File: config.mk
export PLATFORM = sky130hd
export DESIGN_NAME = quad_decoder_flat
export DESIGN_NICKNAME = d
export VERILOG_FILES = /design/src/rtl/quad_decoder_pkg.sv /design/src/rtl/quad_decoder_if.sv /design/src/rtl/quad_input_cond.sv /design/src/rtl/quad_decoder.sv /design/src/flat_wrapper.sv
export SDC_FILE = /design/constraint.sdc
export NUM_CORES = 1
export LEC_CHECK = 0
export BUFFER_PORTS_ARGS = -buffer_cell sky130_fd_sc_hd__buf_2
export CORE_MARGIN = 8
export CORE_UTILIZATION = 45
export DETAILED_ROUTE_END_ITERATION = 10
export PLACE_DENSITY = 0.75
export REMOVE_ABC_BUFFERS = 1
export SKIP_CTS_REPAIR_TIMING = 1
export SLEW_MARGIN = 20
export SYNTH_ARGS = -nofsm -noshare
export SYNTH_HDL_FRONTEND = slang
export SYNTH_SLANG_ARGS = --single-unit
File: constraint.sdc
create_clock -name clk -period 4.5 [get_ports clk]
set_input_delay 1.125 -clock clk [delete_from_list [all_inputs] [get_ports clk]]
set_output_delay 1.125 -clock clk [all_outputs]
set_load 0.005 [all_outputs]
File: src/rtl/quad_decoder_pkg.sv
// Shared types and helpers for the quadrature decoder.
// Holds the Gray phase encoding, direction constants, decoder state and
// the forward-order helper used by both the design and its bench.
package quad_decoder_pkg;

  // Phase pair {a,b}; forward (up) order is 00 -> 01 -> 11 -> 10 -> 00.
  typedef enum logic [1:0] {
    PH_00 = 2'b00,
    PH_01 = 2'b01,
    PH_11 = 2'b11,
    PH_10 = 2'b10
  } phase_t;

  localparam logic DIR_UP = 1'b1;
  localparam logic DIR_DN = 1'b0;

  // Decoder lifecycle: wait for the first trustworthy phase pair, then track.
  typedef enum logic {
    ST_WAIT  = 1'b0,
    ST_TRACK = 1'b1
  } state_t;

  // Classification of one phase transition.
  typedef enum logic [1:0] {
    MOVE_NONE = 2'd0,
    MOVE_FWD  = 2'd1,
    MOVE_REV  = 2'd2,
    MOVE_BAD  = 2'd3
  } move_t;

  // Successor of a phase in the forward (counting up) direction.
  function automatic phase_t next_fwd(input phase_t p);
    case (p)
      PH_00:   return PH_01;
      PH_01:   return PH_11;
      PH_11:   return PH_10;
      default: return PH_00;
    endcase
  endfunction

  // A step is forward if cur follows prev, reverse if prev follows cur;
  // any other change flips both bits and is illegal.
  function automatic move_t classify(input phase_t prev, input phase_t cur);
    if (cur == prev)                return MOVE_NONE;
    else if (cur == next_fwd(prev)) return MOVE_FWD;
    else if (prev == next_fwd(cur)) return MOVE_REV;
    else                            return MOVE_BAD;
  endfunction

endpackage

File: src/rtl/quad_decoder_if.sv
// Bus between the encoder-facing decoder and its controller.
// The controller side (master) drives the raw phases and control strobes;
// the decoder side (slave) returns position, direction, step and error.
interface quad_decoder_if #(
  parameter int WIDTH = 16
);

  logic             a_in;
  logic             b_in;
  logic             en;
  logic             clr;
  logic             err_clr;
  logic [WIDTH-1:0] count;
  logic             up;
  logic             step;
  logic             err;

  modport master (
    output a_in, b_in, en, clr, err_clr,
    input  count, up, step, err
  );

  modport slave (
    input  a_in, b_in, en, clr, err_clr,
    output count, up, step, err
  );

endinterface

File: src/rtl/quad_input_cond.sv
// Conditioning for one encoder phase: 2-FF synchroniser, followed by a
// stability filter when QUAD_DECODER_FILTER_EN is defined.
// `valid` rises once `phase` reflects a real sample of the pin rather than
// the reset value of the pipeline, so the decoder never primes on stale data.
module quad_input_cond #(
  parameter int FILT_LEN = 3
) (
  input  logic clk,
  input  logic reset,
  input  logic raw,
  output logic phase,
  output logic valid
);

  if (FILT_LEN < 2 || FILT_LEN > 15) begin : g_bad_filt_len
    $error("quad_input_cond: FILT_LEN must be within 2..15");
  end

`ifdef QUAD_DECODER_FILTER_EN
  // Sync stages plus the FILT_LEN-1 history stages must hold real samples.
  localparam int WARM_LEN = FILT_LEN + 1;
`else
  localparam int WARM_LEN = 2;
`endif

  logic [1:0]          sync_q;   // [0] first stage, [1] synchronised bit
  logic [WARM_LEN-1:0] warm_q;   // fills with ones as the pipeline fills

  // Two-stage synchroniser for the asynchronous pin.
  always_ff @(posedge clk or negedge reset) begin
    if (!reset) begin
      sync_q <= '0;
    end else begin
      // NOTE: non-blocking here so both stages sample pre-edge values;
      // a blocking assignment would collapse the chain into one flop.
      sync_q <= {sync_q[0], raw};
    end
  end

  // Pipeline-fill tracker: msb is set once every stage holds a real sample.
  always_ff @(posedge clk or negedge reset) begin
    if (!reset) begin
      warm_q <= '0;
    end else begin
      warm_q <= {warm_q[WARM_LEN-2:0], 1'b1};
    end
  end

`ifdef QUAD_DECODER_FILTER_EN

  logic [FILT_LEN-2:0] hist_q;   // previous FILT_LEN-1 synchronised samples
  logic                held_q;   // last accepted value
  logic                seen_q;   // a value has been accepted since reset
  logic                stable;

  // Accept the synchronised bit once it matches all FILT_LEN-1 prior samples;
  // this combinational bypass keeps the added latency at FILT_LEN-1 edges.
  always_comb begin
    stable = (hist_q == {(FILT_LEN-1){sync_q[1]}});
    phase  = stable ? sync_q[1] : held_q;
    valid  = warm_q[WARM_LEN-1] & (seen_q | stable);
  end

  // History shift register and hold of the accepted value.
  always_ff @(posedge clk or negedge reset) begin
    if (!reset) begin
      // NOTE: the history is reset like any other flop; left unreset it
      // could read as "stable" on garbage and be accepted after reset.
      hist_q <= '0;
      held_q <= 1'b0;
      seen_q <= 1'b0;
    end else begin
      hist_q[0] <= sync_q[1];
      for (int i = 1; i < FILT_LEN - 1; i++) begin
        hist_q[i] <= hist_q[i-1];
      end
      held_q <= phase;
      seen_q <= valid;
    end
  end

`else

  // Unfiltered: the synchroniser output feeds the decoder directly.
  always_comb begin
    phase = sync_q[1];
    valid = warm_q[WARM_LEN-1];
  end

`endif

endmodule

File: src/rtl/quad_decoder.sv
// Quadrature decoder top level: conditions A/B, tracks the previous phase,
// and turns Gray transitions into a modular position count, a direction
// flag, a one-cycle step pulse and a sticky illegal-transition flag.
// Optional glitch filter: define QUAD_DECODER_FILTER_EN.
module quad_decoder
  import quad_decoder_pkg::*;
#(
  parameter int WIDTH    = 16,
  parameter int FILT_LEN = 3
) (
  input  logic          clk,
  input  logic          reset,
  quad_decoder_if.slave bus
);

  logic a_ph, b_ph;
  logic a_valid, b_valid;

  quad_input_cond #(.FILT_LEN(FILT_LEN)) u_cond_a (
    .clk   (clk),
    .reset (reset),
    .raw   (bus.a_in),
    .phase (a_ph),
    .valid (a_valid)
  );

  quad_input_cond #(.FILT_LEN(FILT_LEN)) u_cond_b (
    .clk   (clk),
    .reset (reset),
    .raw   (bus.b_in),
    .phase (b_ph),
    .valid (b_valid)
  );

  phase_t           ph;
  move_t            move;
  state_t           state_q, state_d;
  phase_t           prev_q,  prev_d;
  logic [WIDTH-1:0] count_q, count_d;
  logic             up_q,    up_d;
  logic             step_q,  step_d;
  logic             err_q,   err_d;
  logic             dbl;

  assign ph = phase_t'({a_ph, b_ph});

  // Classify the current phase against the last accepted one.
  always_comb move = classify(prev_q, ph);

  // Next-state logic: priming, step decode, then clear overrides.
  always_comb begin
    // NOTE: every output gets a default first so no path leaves one
    // unassigned; otherwise synthesis would infer a latch.
    state_d = state_q;
    prev_d  = prev_q;
    count_d = count_q;
    up_d    = up_q;
    step_d  = 1'b0;
    err_d   = err_q;
    dbl     = 1'b0;

    case (state_q)
      ST_WAIT: begin
        // First real phase pair only seeds prev; nothing is counted.
        if (a_valid && b_valid) begin
          prev_d  = ph;
          state_d = ST_TRACK;
        end
      end
      ST_TRACK: begin
        // prev follows the pins even while disabled, so re-enabling
        // cannot produce a spurious step.
        prev_d = ph;
        if (bus.en) begin
          case (move)
            MOVE_FWD: begin
              count_d = count_q + 1'b1;
              up_d    = DIR_UP;
              step_d  = 1'b1;
            end
            MOVE_REV: begin
              count_d = count_q - 1'b1;
              up_d    = DIR_DN;
              step_d  = 1'b1;
            end
            MOVE_BAD: dbl = 1'b1;
            default:  ;
          endcase
        end
      end
      default: state_d = ST_WAIT;
    endcase

    // Clear beats a simultaneous step; direction still records the step.
    if (bus.clr) begin
      count_d = '0;
      step_d  = 1'b0;
    end

    // A new illegal transition beats a simultaneous error clear.
    if (dbl) begin
      err_d = 1'b1;
    end else if (bus.err_clr) begin
      err_d = 1'b0;
    end
  end

  // State register for the decoder, counter and flags.
  always_ff @(posedge clk or negedge reset) begin
    if (!reset) begin
      state_q <= ST_WAIT;
      prev_q  <= PH_00;
      count_q <= '0;
      up_q    <= DIR_UP;
      step_q  <= 1'b0;
      err_q   <= 1'b0;
    end else begin
      state_q <= state_d;
      prev_q  <= prev_d;
      count_q <= count_d;
      up_q    <= up_d;
      step_q  <= step_d;
      err_q   <= err_d;
    end
  end

  assign bus.count = count_q;
  assign bus.up    = up_q;
  assign bus.step  = step_q;
  assign bus.err   = err_q;

endmodule

File: src/flat_wrapper.sv
// flat-port wrapper written by rule: the top's interface ports become plain ports
module quad_decoder_flat import quad_decoder_pkg::*;
#(
  parameter int WIDTH    = 16,
  parameter int FILT_LEN = 3
)
  (clk, reset, bus_a_in, bus_b_in, bus_en, bus_clr, bus_err_clr, bus_count, bus_up, bus_step, bus_err);
  quad_decoder_if #(.WIDTH(WIDTH)) bus_i ();
  input  logic clk;
  input  logic reset;
  input wire logic [$bits(bus_i.a_in)-1:0] bus_a_in;
  input wire logic [$bits(bus_i.b_in)-1:0] bus_b_in;
  input wire logic [$bits(bus_i.en)-1:0] bus_en;
  input wire logic [$bits(bus_i.clr)-1:0] bus_clr;
  input wire logic [$bits(bus_i.err_clr)-1:0] bus_err_clr;
  output wire logic [$bits(bus_i.count)-1:0] bus_count;
  output wire logic [$bits(bus_i.up)-1:0] bus_up;
  output wire logic [$bits(bus_i.step)-1:0] bus_step;
  output wire logic [$bits(bus_i.err)-1:0] bus_err;
  assign bus_i.a_in = bus_a_in;
  assign bus_i.b_in = bus_b_in;
  assign bus_i.en = bus_en;
  assign bus_i.clr = bus_clr;
  assign bus_i.err_clr = bus_err_clr;
  assign bus_count = bus_i.count;
  assign bus_up = bus_i.up;
  assign bus_step = bus_i.step;
  assign bus_err = bus_i.err;
  quad_decoder #(.WIDTH(WIDTH), .FILT_LEN(FILT_LEN)) u_core (.clk(clk), .reset(reset), .bus(bus_i));
endmodule
==> results.ini <==
[outcome]
status = finished, final reports clean

[global_route]
antenna_found_initial = 0
met3_usage_pct = 2.36
use_met1_pct = 19.9
grt_pass1_vias = 1983
grt_use_met2_pct = 24.2
grtUsageTotal_pct = 15.2
grt.busiest_layer = met2
overflow = 0
grt_max_degree = 31
grt_first_pass_wirelength_um = 9400

[die]
start_util_pct = 47.1
num_rows = 25
ioPinCount = 26
die_w_um = 86.7
die_y_um = 86.7
die-area_mm2 = 0.00752
core_area_mm2 = 0.00479

[clocking]
clock_latency_ps = 280
cts.sinks = 28
cts_tree = built
h-tree-depth = 1
path_clk_slew_ps = 110
clk_path_buf_depth = 2
numCtsBuffers = 3
cts-root-buf = clkbuf_8

[timing]
max-slew-margin-rel_pct = 50.8
report.final.slew_viol_count = 0
rsz0062_at_grt = no
post-route-min-period_ps = 3510
timing.final.hold_violations = 0
timing.fmax_mhz = 285
period_share_pct = 78.0
worst_pin_slew_ps = 731
setup-violations-final = 0
fin_worst_skew_ps = 10.0
fin_ws_ps = 988
fin_setup_tns_ps = 0

[placement]
placed_area_mm2 = 0.00238
dp.cells = 342
gp_congestion = 0.838
portBuffers = 25
dp_slack_ps = 1070
place.detailed.hpwl_um = 3790

[yosys]
synth_edf_count = 0
synthDistinctLibCells = 70
yosysSeqAreaShare_pct = 31.2
synthArstFlopShare_pct = 100
ys.flop_type = dfrtp_1
yosys-top-cells-area = dfrtp_1 (30%), a21oi_1 (4.2%), ha_1 (3.9%)
ys_warn_count = 0
synth.top_cell.area_share_pct = 30.0
synth-seq-cells = 28
netlist_area_mm2 = 0.00225
yosys.area.top_type = dfrtp_1
syn_avg_cell_area_um2 = 8.31
syn_inst = 271

[finish]
drive_gt1_share_pct = 16.8
layoutNonFillerInstCount = 346
antenna-diode-count = 0
layout.nets = 294
area_growth_pct = 8.78
final_common_cell = dfrtp_1
final_area_mm2 = 0.00245
final_cell_mix = dfrtp_1 (27), buf_2 (25), nor2_1 (20)

[setup_path]
arrival_ps = 3690
end_kind = flop
critical_path_class = flop to flop
critPathLaunchType = flop
required_ps = 4680
worstPathMaxFanout = 7

[routing]
ant_nets = 0
wl_per_cell_um = 15.7
route.vias.total = 2096
drt_first_pass_iters = 4
post-route-drc-count = 0
drt_iter0_markers = 285
wl_um = 5440
avgViaCountPerCell = 6.06

[power]
power_density_mw_per_mm2 = 285
total_leakage_power_nw = 1.04
vdd_ir_drop_max_mv = 0.156

[hold_path]
hp-class = flop to flop

[run]
max_cap_violations = 0

sequential cells by signal (all words and copies together) (netlist names):
register,cells
u_core.state_q,1
u_core.bus.count,16
u_core.bus.step,1
u_core.prev_q,2
u_core.u_cond_b.sync_q,2
u_core.u_cond_a.warm_q,2
u_core.bus.err,1
u_core.u_cond_a.sync_q,2
u_core.bus.up,1
path summary, 6_finish.rpt:
path | start | endpoint | slack (ps) | depth (start not counted)
worst max-delay path | u_core.u_cond_a.sync_q[1] | u_core.bus.count[8] | 990 | 12
worst min-delay path | u_core.u_cond_a.sync_q[0] | u_core.u_cond_a.sync_q[1] | 360 | 0
worst max register to register | u_core.u_cond_a.sync_q[1] | u_core.bus.count[8] | 990 | 12
worst min register to register | u_core.u_cond_a.sync_q[0] | u_core.u_cond_a.sync_q[1] | 360 | 0
max in group asynchronous | reset | u_core.bus.count[5] | 3240 | 1
min in group asynchronous | reset | u_core.bus.count[1] | 850 | 1
per-layer routing:
layer	share of wire [%]	wire (um)	vias up
met3	6.1	333	7
met1	47	2530	984
li1	-	-	1016
met2	46	2500	89
met5	0	0	-
met4	1.3	72	0
Yosys cell counts (2+ instances only):
| master | number |
|---|---|
| buf_1 | 5 |
| a31oi_1 | 2 |
| dfrtp_1 | 27 |
| nand4_1 | 5 |
| mux2_2 | 2 |
| o31a_1 | 4 |
| nor2b_1 | 7 |
| nand3_1 | 10 |
| nand2_1 | 14 |
| nand3b_1 | 6 |
| o211a_1 | 2 |
| inv_1 | 9 |
| ha_1 | 7 |
| xnor2_1 | 4 |
| nand2b_1 | 2 |
| o21ai_1 | 5 |
| a21oi_1 | 19 |
| nor4_1 | 2 |
| o2111ai_1 | 2 |
| clkbuf_1 | 14 |
| a211oi_1 | 5 |
| o21a_1 | 3 |
| o211ai_1 | 4 |
| or4_1 | 2 |
| xor2_1 | 4 |
| nor2_1 | 20 |
| nor4b_1 | 2 |
| or3_1 | 7 |
| and3_1 | 2 |
| mux2i_1 | 2 |
| o21ai_0 | 16 |
| a21o_1 | 5 |
| buf_2 | 3 |
| nor3_1 | 9 |
| mux2_1 | 4 |
kinds of logic after synthesis:
logic type,count (synthesis),share of synthesized area [%]
AO/OA/AOI/OAI,86,26.9
flip-flops,28,31.2
multiplexers,9,4.50
XOR/XNOR,8,3.11
other,1,0.167
AND/OR/NAND/NOR,98,23.9
adder cells (fa/ha/maj),7,3.89
buffers and inverters,34,6.33
power by group:
group	total (W)	internal (W)	switching, W
Combinational	0.000187	0.0000779	0.000109
Sequential	0.000305	0.000272	0.0000330
Clock	0.000205	0.000119	0.0000861
stage by stage:
step	power (W)	util [%]	hold WS, ps
2_1_floorplan	0.000429	-	331
3_3_place_gp	0.000493	49.7	333
3_5_place_dp	0.000496	49.7	340
4_1_cts	0.000701	51.2	363
5_1_grt	0.000739	51.2	368
6_report	0.000698	51.2	361
cell type report:
type	count	area (um2)
clock buffer	3	41.3
clock inverter	1	30.0
fill	436	2340
inverter	10	37.5
multi-input combinational	209	1410
sequential	28	702
tap	67	83.8
timing repair buffer	28	148
worst max-delay path: stages, from the launching register on:
cell and delay, ps:
dfrtp_1 450, mux2i_1 140, o21ai_0 350, inv_1 130, ha_1 320, xor2_1 200, ha_1 210, nor3b_1 140
o21ai_0 430, a22oi_1 250, nand2b_1 190, a211oi_1 250, mux2_1 340
Power figures use the tool's default switching activity.
